## src/rtl/periph_bus_slave_adapter.sv

```systemverilog
// periph_bus_slave_adapter
// Slave-side endpoint of the peripheral crossbar. Requests from one crossbar
// slave port are buffered in a small in-order FIFO and issued to a simple
// peripheral register port. The id of every issued access is queued until the
// peripheral answers, and each answer is registered and returned with that id.
// Optional feature macro: PERIPH_ADAPTER_ERR_EN (return per_r_err_i on slv_r_opc_o).
module periph_bus_slave_adapter #(
  parameter int unsigned ID_WIDTH        = 9,
  parameter int unsigned REQ_DEPTH       = 2,
  parameter int unsigned MAX_OUTSTANDING = 4
) (
  input  logic                clk_i,
  input  logic                rst_ni,
  // crossbar request channel
  input  logic                slv_req_i,
  input  logic [31:0]         slv_add_i,
  input  logic                slv_wen_i,
  input  logic [31:0]         slv_wdata_i,
  input  logic [3:0]          slv_be_i,
  input  logic [ID_WIDTH-1:0] slv_id_i,
  output logic                slv_gnt_o,
  // crossbar response channel
  output logic                slv_r_valid_o,
  output logic                slv_r_opc_o,
  output logic [ID_WIDTH-1:0] slv_r_id_o,
  output logic [31:0]         slv_r_rdata_o,
  // peripheral register port
  output logic                per_req_o,
  output logic [31:0]         per_add_o,
  output logic                per_wen_o,
  output logic [31:0]         per_wdata_o,
  output logic [3:0]          per_be_o,
  input  logic                per_gnt_i,
  input  logic                per_r_valid_i,
  input  logic [31:0]         per_r_rdata_i,
  input  logic                per_r_err_i
);

  localparam int unsigned REQ_PTR_W = (REQ_DEPTH > 1) ? $clog2(REQ_DEPTH) : 1;
  localparam int unsigned REQ_CNT_W = $clog2(REQ_DEPTH) + 1;
  localparam int unsigned ID_PTR_W  = (MAX_OUTSTANDING > 1) ? $clog2(MAX_OUTSTANDING) : 1;
  localparam int unsigned OUT_CNT_W = $clog2(MAX_OUTSTANDING) + 1;

  typedef struct packed {
    logic [31:0]         add;
    logic                wen;
    logic [31:0]         wdata;
    logic [3:0]          be;
    logic [ID_WIDTH-1:0] id;
  } req_t;

  // request FIFO
  req_t                 req_mem [REQ_DEPTH];
  logic [REQ_PTR_W-1:0] req_wr_ptr, req_rd_ptr;
  logic [REQ_CNT_W-1:0] req_cnt;
  logic                 req_full, req_empty;
  req_t                 req_head;

  // id FIFO, one entry per issued-but-unanswered access
  logic [ID_WIDTH-1:0]  id_mem [MAX_OUTSTANDING];
  logic [ID_PTR_W-1:0]  id_wr_ptr, id_rd_ptr;
  logic [OUT_CNT_W-1:0] outstanding;

  logic push, issue, rsp_ok;

  // Pointer advance that also covers a single-entry id FIFO.
  function automatic logic [ID_PTR_W-1:0] id_ptr_inc(input logic [ID_PTR_W-1:0] p);
    return (p == ID_PTR_W'(MAX_OUTSTANDING - 1)) ? '0 : p + ID_PTR_W'(1);
  endfunction

  // Handshake decode. A full FIFO never grants, even while it pops.
  assign req_full  = (req_cnt == REQ_CNT_W'(REQ_DEPTH));
  assign req_empty = (req_cnt == '0);
  assign slv_gnt_o = slv_req_i & ~req_full;
  assign push      = slv_req_i & slv_gnt_o;
  assign per_req_o = ~req_empty & (outstanding < OUT_CNT_W'(MAX_OUTSTANDING));
  assign issue     = per_req_o & per_gnt_i;
  // A response with nothing outstanding (e.g. in flight across a reset) is dropped.
  assign rsp_ok    = per_r_valid_i & (outstanding != '0);

  // Head fields are forced to zero while empty so the port is clean after reset.
  assign req_head    = req_empty ? '0 : req_mem[req_rd_ptr];
  assign per_add_o   = req_head.add;
  assign per_wen_o   = req_head.wen;
  assign per_wdata_o = req_head.wdata;
  assign per_be_o    = req_head.be;

  // Request FIFO storage write.
  // NOTE: storage arrays carry no reset; only pointers/counters do, and the
  // empty flag masks whatever stale data the array holds.
  always_ff @(posedge clk_i) begin
    if (push) begin
      req_mem[req_wr_ptr] <= '{add: slv_add_i, wen: slv_wen_i, wdata: slv_wdata_i,
                               be: slv_be_i, id: slv_id_i};
    end
  end

  // Request FIFO pointers and occupancy.
  // NOTE: all sequential state uses non-blocking assignments so every register
  // samples pre-edge values regardless of block ordering.
  always_ff @(posedge clk_i or negedge rst_ni) begin
    if (!rst_ni) begin
      req_wr_ptr <= '0;
      req_rd_ptr <= '0;
      req_cnt    <= '0;
    end else begin
      if (push)  req_wr_ptr <= req_wr_ptr + REQ_PTR_W'(1);
      if (issue) req_rd_ptr <= req_rd_ptr + REQ_PTR_W'(1);
      case ({push, issue})
        2'b10:   req_cnt <= req_cnt + REQ_CNT_W'(1);
        2'b01:   req_cnt <= req_cnt - REQ_CNT_W'(1);
        default: req_cnt <= req_cnt;
      endcase
    end
  end

  // Id FIFO storage: the head id of every issued access.
  always_ff @(posedge clk_i) begin
    if (issue) id_mem[id_wr_ptr] <= req_head.id;
  end

  // Id FIFO pointers and the outstanding-access counter.
  always_ff @(posedge clk_i or negedge rst_ni) begin
    if (!rst_ni) begin
      id_wr_ptr   <= '0;
      id_rd_ptr   <= '0;
      outstanding <= '0;
    end else begin
      if (issue)  id_wr_ptr <= id_ptr_inc(id_wr_ptr);
      if (rsp_ok) id_rd_ptr <= id_ptr_inc(id_rd_ptr);
      case ({issue, rsp_ok})
        2'b10:   outstanding <= outstanding + OUT_CNT_W'(1);
        2'b01:   outstanding <= outstanding - OUT_CNT_W'(1);
        default: outstanding <= outstanding;
      endcase
    end
  end

  // Response register: one-cycle valid pulse, payload holds between responses.
  always_ff @(posedge clk_i or negedge rst_ni) begin
    if (!rst_ni) begin
      slv_r_valid_o <= 1'b0;
      slv_r_id_o    <= '0;
      slv_r_rdata_o <= '0;
    end else begin
      slv_r_valid_o <= rsp_ok;
      if (rsp_ok) begin
        slv_r_id_o    <= id_mem[id_rd_ptr];
        slv_r_rdata_o <= per_r_rdata_i;
      end
    end
  end

`ifdef PERIPH_ADAPTER_ERR_EN
  // Error flag travels with the response payload.
  always_ff @(posedge clk_i or negedge rst_ni) begin
    if (!rst_ni) begin
      slv_r_opc_o <= 1'b0;
    end else if (rsp_ok) begin
      slv_r_opc_o <= per_r_err_i;
    end
  end
`else
  logic unused_err;
  assign unused_err  = per_r_err_i;
  assign slv_r_opc_o = 1'b0;
`endif

  // Flag a peripheral response that arrives with nothing outstanding.
  always_ff @(posedge clk_i) begin
    if (rst_ni && per_r_valid_i) begin
      spurious_rsp_chk: assert (outstanding != '0)
        else $warning("periph_bus_slave_adapter: response with no outstanding access dropped");
    end
  end

endmodule

```

## config.mk

```make
export PLATFORM = sky130hd
export DESIGN_NAME = periph_bus_slave_adapter
export DESIGN_NICKNAME = d
export VERILOG_FILES = /design/src/rtl/periph_bus_slave_adapter.sv
export SDC_FILE = /design/constraint.sdc
export NUM_CORES = 1
export LEC_CHECK = 0
export CORE_MARGIN = 2
export CORE_UTILIZATION = 45
export DETAILED_ROUTE_END_ITERATION = 7
export GPL_ROUTABILITY_DRIVEN = 0
export HOLD_SLACK_MARGIN = 0.05
export MAX_ROUTING_LAYER = met4
export PLACE_DENSITY = 0.73
export SETUP_SLACK_MARGIN = 0.3
export SLEW_MARGIN = 10
export SYNTH_ARGS = -nofsm -noshare
export SYNTH_HDL_FRONTEND = slang
export SYNTH_SLANG_ARGS = --single-unit
```

## constraint.sdc

```tcl
create_clock -name clk_i -period 10.3 [get_ports clk_i]
set_input_delay 2.06 -clock clk_i [delete_from_list [all_inputs] [get_ports clk_i]]
set_output_delay 2.06 -clock clk_i [all_outputs]
set_load 0.01 [all_outputs]
```

==> Yosys cells after proc, flatten, opt, wreduce, memory -nomap -nowiden <==
Memories as Yosys holds them, arrays and structs flattened. A register that Yosys moved wholly into a read port is not among the register bits.
Cells that the tools add are included.
{ "totals": {"register_bits": 44, "out_inout_bits": 114, "n_memories": 2, "mem_bits_rw": 192, "wordCells": 47} }
{ "op_classes": {"eq_ne": 7, "add_sub_neg": 8, "magnitude_cmp": 1, "n_bitwise": 7, "reduce_logical": 5, "n_mux": 9} }
{ "memory_table": {"columns": ["name", "words", "width", "read_ports", "rd_clocked_by_memory_dff", "write_ports", "line_no", "source"], "rows": [
  ["req_mem", 2, 78, 1, 0, 1, "53", "req_t req_mem [REQ_DEPTH];"],
  ["id_mem", 4, 9, 1, 1, 1, "60", "logic [ID_WIDTH-1:0] id_mem [MAX_OUTSTANDING];"]
]} }
{ "ops": {"columns": ["op", "n"], "rows": [
  ["$mux 78", 1],
  ["$eq 2x2->1 const B", 5],
  ["$add 2x1->2 const B", 3],
  ["$pmux 3 s2", 1],
  ["$and 1x1->1", 5],
  ["$eq 2x1->1 const B", 2],
  ["$mux 1", 4],
  ["$mux 2", 2],
  ["$pmux 2 s2", 1],
  ["$reduce_bool 2->1", 2],
  ["$add 3x1->3 const B", 1],
  ["$lt 3x3->1 const B", 1],
  ["$reduce_bool 3->1", 1],
  ["$sub 3x1->3 const B", 1],
  ["$add 1x1->1 const B", 2],
  ["$logic_not 2->1", 1],
  ["$not 1->1", 2],
  ["$sub 2x1->2 const B", 1],
  ["$logic_not 1->1", 1]
]} }

==> Logic depth before layout (Yosys ltp) <==
{ "logic_depth": {"ltp_word": 6, "ltp_mapped": 9, "depth_no_buf": 9} }

==> Worst setup path before layout <==
Ideal clock, no wire load.
{ "synth_timing": {"kind": "input-to-reg", "start": "input slv_req_i", "end": "memory req_mem[0][0] (netlist name), enable pin", "setup_ns": 0.515, "slack_ns": 4.318, "t_arrival_ns": 5.466, "stages": 2, "required_ns": 9.785, "path_cell_list": "o21ai_1 nor2_1"} }
{ "synth_via": {"elab_chain_len": 4} }
{ "synth_lines": {"columns": ["item", "line_no", "source"], "rows": [
  ["from (decl)", "15", "input logic slv_req_i,"],
  ["$and 1x1->1", "74", "assign slv_gnt_o = slv_req_i & ~req_full;"],
  ["$and 1x1->1 (*)", "75", "assign push = slv_req_i & slv_gnt_o;"],
  ["$mux 1 (*)", "92", "if (push) begin"],
  ["$mux 1 (implied by the code) (*)", "93", "req_mem[req_wr_ptr] <= '{add: slv_add_i, wen: slv_wen_i, wdata: slv_wdata_i,"],
  ["to (decl)", "53", null]
]} }
Mark *: on every way between the ends. The rest lies on a longest branch, timed or not.

==> Worst setup path in the final report <==
{ "layout_timing": {"start": "input slv_req_i", "end": "output slv_gnt_o"} }
{ "layout_via": {"elab_chain_len": 1} }
{ "layout_lines": {"columns": ["item", "line_no", "source"], "rows": [
  ["$and 1x1->1", "74", null],
  ["to (decl)", "21", "output logic slv_gnt_o,"]
]} }
No other way between the ends.

==> summary.md <==
| Metric | Value |
|---|---|
| Status | `finished clean` |
| Post-synthesis area per instance | `roughly 17 um^2` |
| DRT antenna net count | `0` |
| Area grow syn2layout | `28.4%` |
| Synth area leaders | `edfxtp_1 58%, dfrtp_1 13%, mux2i_1 8.0%` |
| Ant. Diodes | `0` |
| Syn Inst Count | `590` |
| Ys Warns | `0` |
| I/O Buffers | `~230` |
| DR WL/cell | `roughly 17 um` |
| Fillers | `1,619` |
| Layout cell share with drive strength beyond 1 | `between 10% and 20%` |
| Drt pass-1 iters | `5` |
| Maximum VDD drop | `0.239 mV` |
| Clock buffer depth | `3` |
| Cell Rows | `between 50 and 60` |
| Area leader, netlist | `edfxtp_1` |
| Ports | `230` |
| Worst endpoint data arrival time | `between 3 and 4 ns` |
| Gr usage total | `about 16%` |
| Drt drc | `0` |
| Root Driver | `clkbuf_16` |
| Library cells used by synthesis | `26` |
| DP HPWL | `11,600 um` |
| Worst Max-Slew Pin Slew | `roughly 1.1 ns` |
| Slowest stage delay, CP | `slightly above 0.5 ns` |
| Seq/Total Area, Yosys | `71.7%` |
| Ys flop type | `edfxtp_1` |
| Leakage | `4.77 nW` |
| Vias per cell | `approximately 4.9` |
| Clock-pin slew on the worst setup and hold paths | `0.06 ns` |
| Final min period | `5.48 ns` |
| Resized Gates After CTS | `0` |
| TritonCTS clock tree | `done` |
| Die ar. | `23,200 um^2` |
| R2R Setup Slk | `7.47 ns` |
| Top achievable clock speed | `about 180 MHz` |
| Starting Density | `45.6%` |
| WP data required | `8.24 ns` |
| Crit path launch type | `input pin` |
| Placed Cells incl. Taps | `1,011` |
| Largest net degree at the start of global routing | `79` |
| Final Max Slew Viols | `0` |
| Crit path capture type | `primary output` |
| Leading cell type in the layout, fill and taps excluded | `clkdlybuf4s50_1` |
| Power per cell area | `about 290 nW/um^2` |
| Post-Syn Area | `9890 um^2` |
| Slowest stage cell, crit path | `clkdlybuf4s50_1` |
| Seq cells post-synth | `245` |
| Latest clock arrival within the worst-skew pair | `0.51 ns` |
| Clock sink total | `~250` |
| # setup viols final | `0` |
| Worst min path class | `flop to flop` |
| Top cell type's share of synthesized area | `58.3%` |
| Async SR Flop Fraction | `21.6%` |
| Clk_skew | `0.00808 ns` |
| TritonCTS buffer count | `26` |
| CTS Hold Bufs | `0` |
| Initial antenna violation count | `0` |
| CP Class | `input pin to primary output` |
| MaxCap Viol Count | `0` |
| Worst path cell trace | `clkdlybuf4s50_1, o21ai_1, inv_1, clkdlybuf4s50_1` |
| Die Y | `152 um` |
| Postcts setup bufs | `0` |
| Worst Path Max Fanout | `5` |
| Max_slew headroom | `27.3%` |
| Fin nets | `about 880` |
| Number of global-route vias before repair | `around 5.6k` |
| CTS H-tree depth | `1` |
| Non-filler cells, final | `1,058` |
| 1st-iter DRT viols | `243` |
| Final Cycle Share | `around 53%` |
| CP most frequent cell | `clkdlybuf4s50_1` |
| First-pass GRT wire length | `28,800 um` |
| Post-synth EDFFs | `192` |
| Final hold vios | `0` |
| Total grt overflow | `0` |
| RSZ-0062 raised after global routing | `false` |
| Final wirelength | `between 15,000 and 20,000 um` |
| Die Span X | `152 um` |
| Core Box Area | `21,700 um^2` |
| Syn Nets | `714` |
| Setup TNS | `0 ns` |
| Vias after detailed routing | `approximately 5.1k` |
| Most frequent cells in the layout | `226 x clkdlybuf4s50_1, 192 x edfxtp_1, 82 x nor2_1` |
where the power goes:
group | leakage, nW | switching [mW] | internal, mW
logic | 1.99 | 0.613 | 0.690
registers | 2.40 | 0.133 | 1.37
clock network | 0.384 | 0.343 | 0.492
total | 4.77 | 1.09 | 2.55
worst paths after layout:
path / start / to / depth (start not counted)
min in group asynchronous: rst_ni / slv_r_rdata_o[28]$_DFFE_PN0P_ / 2
max reg2reg: req_cnt[0]$_DFFE_PN0P_ / outstanding[2]$_DFFE_PN0P_ / 10
max in group asynchronous: rst_ni / req_rd_ptr$_DFFE_PN0P_ / 2
min: slv_r_rdata_o[0]$_DFFE_PN0P_ / slv_r_rdata_o[0]$_DFFE_PN0P_ / 1
min reg2reg: slv_r_rdata_o[0]$_DFFE_PN0P_ / slv_r_rdata_o[0]$_DFFE_PN0P_ / 1
max: slv_req_i / slv_gnt_o / 4
Yosys cell counts, drive strengths merged (3+ instances only):
master  number
edfxtp     192
buf         86
nor2        85
mux2i       79
dfrtp       53
mux2        44
inv         10
mux4         9
ha           7
clkbuf       6
xnor2        5
and2         4
xor2         3
registers in the layout, summed over array words and instances, names as in the netlist:
register,count
outstanding,3
slv_r_id_o,9
req_cnt,2
id_mem,36
req_wr_ptr,1
req_mem,156
req_rd_ptr,1
slv_r_rdata_o,32
slv_r_valid_o,1
id_wr_ptr,2
id_rd_ptr,2
worst max-delay path, delay by kind of cell:
family | cells | cell delay, ns
compound gates | 1 | 0.34
buf+inv | 3 | 1.02
metal layers:
layer	track usage, %	vias up	share of wire [%]
li1	-	2410	-
met1	17.9	2485	39
met2	27.5	209	51
met3	4.95	28	8.7
met4	3.83	0	1.7
met5	-	-	0
kinds of logic after synthesis:
kind of cell / count (synthesis) / share of synthesized area, %
buffers and inverters: 102 / 7.04
adders and majority gates: 8 / 1.09
DFF: 245 / 71.7
xor gates and xnor gates: 8 / 0.709
and+or+nand+nor: 91 / 3.75
other: 1 / 0.0379
AOI/OAI and AO/OA: 3 / 0.342
muxes: 132 / 15.3
layout make-up:
class	instances	area, um^2	area share, %
timing repair buffer	233	2310	18.2
tap	280	350	2.76
multi-input combinational	243	2120	16.7
sequential	245	7100	55.9
clock buffer	38	737	5.81
clock inverter	9	40.0	0.315
inverter	10	37.5	0.296
through the flow:
stage | hold WS [ns] | total power, mW | utilization [%] | cell area (um^2) | setup slack (ns)
finish | 0.490 | 3.64 | 58.5 | 12700 | 4.82
global route | 0.514 | 3.86 | 58.5 | 12700 | 4.73
CTS | 0.496 | 3.71 | 58.5 | 12700 | 4.80
detailed placement | 0.482 | 2.85 | 54.9 | 11900 | 4.82
global placement | 0.473 | 2.81 | 54.9 | 11900 | 4.81
floorplan | 0.468 | 2.41 | - | 9890 | 4.32
Note: power is estimated with default switching activity, not from simulation.
